### config.mk
export PLATFORM = sky130hd
export DESIGN_NAME = uc_fsm
export DESIGN_NICKNAME = d
export VERILOG_FILES = /design/src/rtl/uc_fsm.sv
export SDC_FILE = /design/constraint.sdc
export NUM_CORES = 1
export LEC_CHECK = 0
export CORE_MARGIN = 8
export CORE_UTILIZATION = 35
export DETAILED_ROUTE_END_ITERATION = 10
export PLACE_DENSITY = 0.63
export SYNTH_ARGS = -nofsm -noshare
export SYNTH_HDL_FRONTEND = slang
export SYNTH_SLANG_ARGS = --single-unit
### constraint.sdc
create_clock -name clk -period 3.1 [get_ports clk]
set_clock_uncertainty 0.2 [all_clocks]
set_input_delay 0.775 -clock clk [delete_from_list [all_inputs] [get_ports clk]]
set_output_delay 0.775 -clock clk [all_outputs]
set_load 0.1 [all_outputs]
### src/rtl/uc_fsm.sv
`default_nettype none
// ============================================================================
// uc_fsm : multi-cycle fetch/decode/execute controller with handshake timeout
// Rev 1.0
// ============================================================================
module uc_fsm #(
  parameter int MEM_TIMEOUT = 15
) (
  input  logic        clk,
  input  logic        rst,
  input  logic        start,
  input  logic        halt_req,
  input  logic [3:0]  opcode,
  input  logic        imem_ready,
  input  logic        dmem_ready,
  output logic        imem_req,
  output logic        ir_load,
  output logic        pc_en,
  output logic [1:0]  alu_op,
  output logic        mem_read,
  output logic        mem_write,
  output logic        reg_write,
  output logic        mem_to_reg,
  output logic        illegal,
  output logic        err,
  output logic [2:0]  state,
  output logic [15:0] retired
);

  typedef enum logic [2:0] {
    S_IDLE   = 3'd0,
    S_FETCH  = 3'd1,
    S_DECODE = 3'd2,
    S_EXEC   = 3'd3,
    S_MEM    = 3'd4,
    S_WB     = 3'd5,
    S_ERR    = 3'd6
  } state_t;

  localparam logic [3:0] OP_ADD   = 4'b0000;
  localparam logic [3:0] OP_SUB   = 4'b0001;
  localparam logic [3:0] OP_LOAD  = 4'b0010;
  localparam logic [3:0] OP_STORE = 4'b0011;
  localparam logic [3:0] WAIT_LAST = 4'(MEM_TIMEOUT - 1);

  state_t      state_q, state_d;
  logic [3:0]  op_q, op_d;
  logic [3:0]  wait_q, wait_d;
  logic [15:0] retired_q, retired_d;
  logic        retire;
  logic        op_legal;
  logic        op_is_mem;
  logic [1:0]  exec_alu;

  assign op_legal  = (op_q[3:2] == 2'b00);
  assign op_is_mem = (op_q == OP_LOAD) || (op_q == OP_STORE);
  assign exec_alu  = (op_q == OP_ADD) ? 2'b00 :
                     (op_q == OP_SUB) ? 2'b01 : 2'b10;

  always_comb begin
    state_d    = state_q;
    op_d       = op_q;
    retired_d  = retired_q;
    wait_d     = wait_q;
    retire     = 1'b0;
    imem_req   = 1'b0;
    ir_load    = 1'b0;
    pc_en      = 1'b0;
    alu_op     = 2'b00;
    mem_read   = 1'b0;
    mem_write  = 1'b0;
    reg_write  = 1'b0;
    mem_to_reg = 1'b0;
    illegal    = 1'b0;

    case (state_q)
      S_IDLE: begin
        if (start) state_d = S_FETCH;
      end
      S_FETCH: begin
        imem_req = 1'b1;
        if (imem_ready) begin
          ir_load = 1'b1;
          pc_en   = 1'b1;
          op_d    = opcode;
          state_d = S_DECODE;
        end else if (wait_q == WAIT_LAST) begin
          state_d = S_ERR;
        end
      end
      S_DECODE: begin
        if (op_legal) begin
          state_d = S_EXEC;
        end else begin
          illegal = 1'b1;
          state_d = S_FETCH;
        end
      end
      S_EXEC: begin
        alu_op  = exec_alu;
        state_d = op_is_mem ? S_MEM : S_WB;
      end
      S_MEM: begin
        alu_op    = 2'b10;
        mem_read  = (op_q == OP_LOAD);
        mem_write = (op_q == OP_STORE);
        if (dmem_ready) begin
          if (op_q == OP_LOAD) state_d = S_WB;
          else                 retire  = 1'b1;
        end else if (wait_q == WAIT_LAST) begin
          state_d = S_ERR;
        end
      end
      S_WB: begin
        reg_write  = 1'b1;
        mem_to_reg = (op_q == OP_LOAD);
        alu_op     = exec_alu;
        retire     = 1'b1;
      end
      S_ERR: begin
        state_d = S_ERR;
      end
      default: state_d = S_IDLE;
    endcase

    // Halt is only honoured at the instant an instruction retires.
    if (retire) begin
      retired_d = retired_q + 16'd1;
      state_d   = halt_req ? S_IDLE : S_FETCH;
    end

    if ((state_d != state_q) && ((state_d == S_FETCH) || (state_d == S_MEM)))
      wait_d = 4'd0;
    else if (((state_q == S_FETCH) && !imem_ready) || ((state_q == S_MEM) && !dmem_ready))
      wait_d = wait_q + 4'd1;
  end

  always_ff @(posedge clk) begin
    if (rst) begin
      state_q   <= S_IDLE;
      op_q      <= 4'd0;
      wait_q    <= 4'd0;
      retired_q <= 16'd0;
    end else begin
      state_q   <= state_d;
      op_q      <= op_d;
      wait_q    <= wait_d;
      retired_q <= retired_d;
    end
  end

  assign state   = state_q;
  assign err     = (state_q == S_ERR);
  assign retired = retired_q;

endmodule
`default_nettype wire

==> impl_results.md <==
* Status: complete, no violations
* Area of the core at between 0.004 and 0.005 mm2
* Sequential area share after synthesis at around 37%
* Clock tree sinks at 27
* Area delta synth->final at 31.2%
* Register area at 552 um2
* Die H at 80.5 um
* Synth Warn # at 0
* CP endpoint kind: primary output
* Fmax at 357 MHz
* Mapped Area at 0.00146 mm2
* Number of global-route vias before repair at 1329
* End of the critical path: ir_load
* Clk Latency, worst-skew pair at 0.27 ns
* Final period util at 90.4%
* Vias post-DR at 1316
* Final ANT Viol Nets at 0
* Pre-CTS setup slack at 0.287 ns
* Startpoint types: primary input
* CP arrival at 1.83 ns
* Clock Tree Buf Depth at 2
* Post-CTS Resized at 0
* Worst path required time at 2.12 ns
* CP Class: primary input to primary output
* Fin. Hold Viols at 0
* Max Slew Vio Count at 0
* Count leader, synth: nor2_1
* Peak VDD IR at approximately 230 uV
* Post-Syn Nets at 183
* # Post-CTS Setup Buffers at 0
* Max Cap Viol at 0
* Final wirelength at 3.59 mm
* Clock slew at reported path FFs at ~0.10 ns
* R2R Setup Slk at 0.87 ns
* Mapped Avg Cell Area at 8.57 um2
* RSZ-0062 raised after global routing: false
* DR DRC count at 0
* Share of cells above drive strength 1 at 26.0%
* H-tree depth at 1
* Cts bufs inserted at 3
* First-pass GRT wire length at 6.01 mm
* I/O pins at 40
* Min Tclk post-route at ~2.8 ns
* Final Wtd Congestion at about 0.8
* #FFs+latches synth at 27
* Worst Hold Class: flip-flop to flip-flop
* Filler cell count at 396
* Hold Buf Count CTS at 0
* Worst Tran Pin Value at 0.467 ns
* EDFF count, synth at 0
* Port bufs at 39
* Final setup viols at 0
* 1st-iter DRT viols at 39
* Total power per unit cell area at 387 mW/mm2
* CTS tree: yes
* Crit Reg-Reg Startpoint: state[0]
* Grt total ovfl at 0
* Critical path fanouts, max at 5
* Hpwl dp at 2.79 mm
* Crit path from: imem_ready
* Slew headroom at 68.8%
* WL/cell at 14.1 um
* Cells taking the most area after synthesis: dfxtp_1, xor2_1, nor2_1
* Reg2Reg Depth at 5
* Total track usage at 11.3%
* Final TNS setup at 0 ns
* ANT cells at 0
* Die area at approximately 0.0065 mm2
* Yosys top cell area share at 37.1%
* RR Endpoint: wait_q[2]
* Final nets at 218
* Predominant post-synthesis flop cell: dfxtp_1
* DRT Pass-1 Iters at 4
* Final worst slack at 0.297 ns
* Die X-Extent at 80.5 um
* Largest area contributor in the netlist: dfxtp_1
* DR vias/cell at 5.18
* Hold path startpoint: retired[15]
* Initial antenna violation count at 0
* Synth async-reset ratio at 0%
* Multi-input gate area at 847 um2
* Initial Util at a little over a third
* Std-Cell Rows at 23
* Synth cell count leaders: nor2_1, dfxtp_1, xor2_1
* Leak at between 0.7 and 0.8 nW
* Largest net degree at the start of global routing at 17
* Synth Instances at 170
* Root buffer selected by CTS: clkbuf_8
* Yosys cell types at 40
## area by class of cell
class / count / share of cell area, %
Timing Repair Buffer: 41 / 19.9
Tap cell: 50 / 3.27
Clock inverter: 1 / 0.327
Inverter: 5 / 1.18
Clock buffer: 3 / 2.16
Multi-Input combinational cell: 127 / 44.3
Sequential cell: 27 / 28.9
## worst max-delay path, stage by stage
cell	delay (ns)
clkdlybuf4s50_1	0.52
and2_1	0.31
buf_12	0.22
## per-layer routing
layer / wire length (um) / track usage [%] / up-vias
met5: 0 / 0 / -
li1: - / - / 665
met3: 204 / 2.79 / 5
met2: 1650 / 19.1 / 38
met4: 59 / 4.18 / 0
met1: 1670 / 13.3 / 608
## worst min path at each step
stage / end / slack, ns / cells after the start
floorplan: op_q[0] / 0.31 / 2
global placement: retired[15] / 0.32 / 2
detailed placement: retired[15] / 0.33 / 2
CTS: retired[15] / 0.35 / 2
global route: retired[15] / 0.38 / 2
finish: retired[15] / 0.35 / 2
## power breakdown
part / internal, mW / switching, mW / total (mW)
Sequential: 0.355 / 0.0170 / 0.372
Combinational: 0.0542 / 0.109 / 0.163
Clock: 0.0919 / 0.113 / 0.205
Total: 0.501 / 0.239 / 0.740
## kinds of logic after synthesis
group                    count (synthesis)  synth area share (%)
flip-flops                              27                  37.1
multiplexers                             5                  3.43
AND/OR/NAND/NOR                         79                  28.4
buffers and inverters                   16                  6.18
AO/OA/AOI/OAI                           20                  10.3
XOR/XNOR                                20                  12.0
adder cells (fa/ha/maj)                  3                  2.58
## cell usage in the layout (no fill, tap or decap), types with 2 or more instances in the layout
| cell | synthesis | layout |
|---|---|---|
| clkdlybuf4s50_1 | 0 | 9 |
| nor2_2 | 0 | 2 |
| or3b_2 | 2 | 2 |
| nand2_1 | 10 | 10 |
| inv_1 | 5 | 4 |
| a21oi_1 | 2 | 2 |
| nand4_1 | 14 | 14 |
| dfxtp_1 | 27 | 24 |
| ha_1 | 3 | 3 |
| a21oi_2 | 2 | 2 |
| nor2_1 | 32 | 30 |
| o211ai_1 | 3 | 3 |
| dfxtp_4 | 0 | 3 |
| buf_12 | 0 | 4 |
| o21ai_0 | 3 | 3 |
| a211oi_1 | 2 | 2 |
| xor2_1 | 18 | 18 |
| and3_1 | 2 | 2 |
| and4_1 | 2 | 2 |
| mux2i_1 | 5 | 5 |
| nand3_1 | 4 | 4 |
| clkbuf_8 | 0 | 3 |
| and2_1 | 3 | 3 |
| xnor2_1 | 2 | 2 |
| buf_4 | 2 | 28 |
## through the flow
step                      hold slack, ns  cells  power, mW  instance area (um2)  util [%]
final                              0.351    254      0.740                 1910      47.8
after global routing               0.376    254      0.773                 1910      47.8
after CTS                          0.353    254      0.747                 1910      47.8
after detailed placement           0.329    250      0.544                 1860      46.6
after global placement             0.324    250      0.542                 1860      46.6
after floorplan                    0.307    170      0.504                 1510         -
## state kept, by name, summed over array words and instances (netlist names)
name,count
op_q,4
retired,16
state,3
wait_q,4
Power figures use the tool's default switching activity.
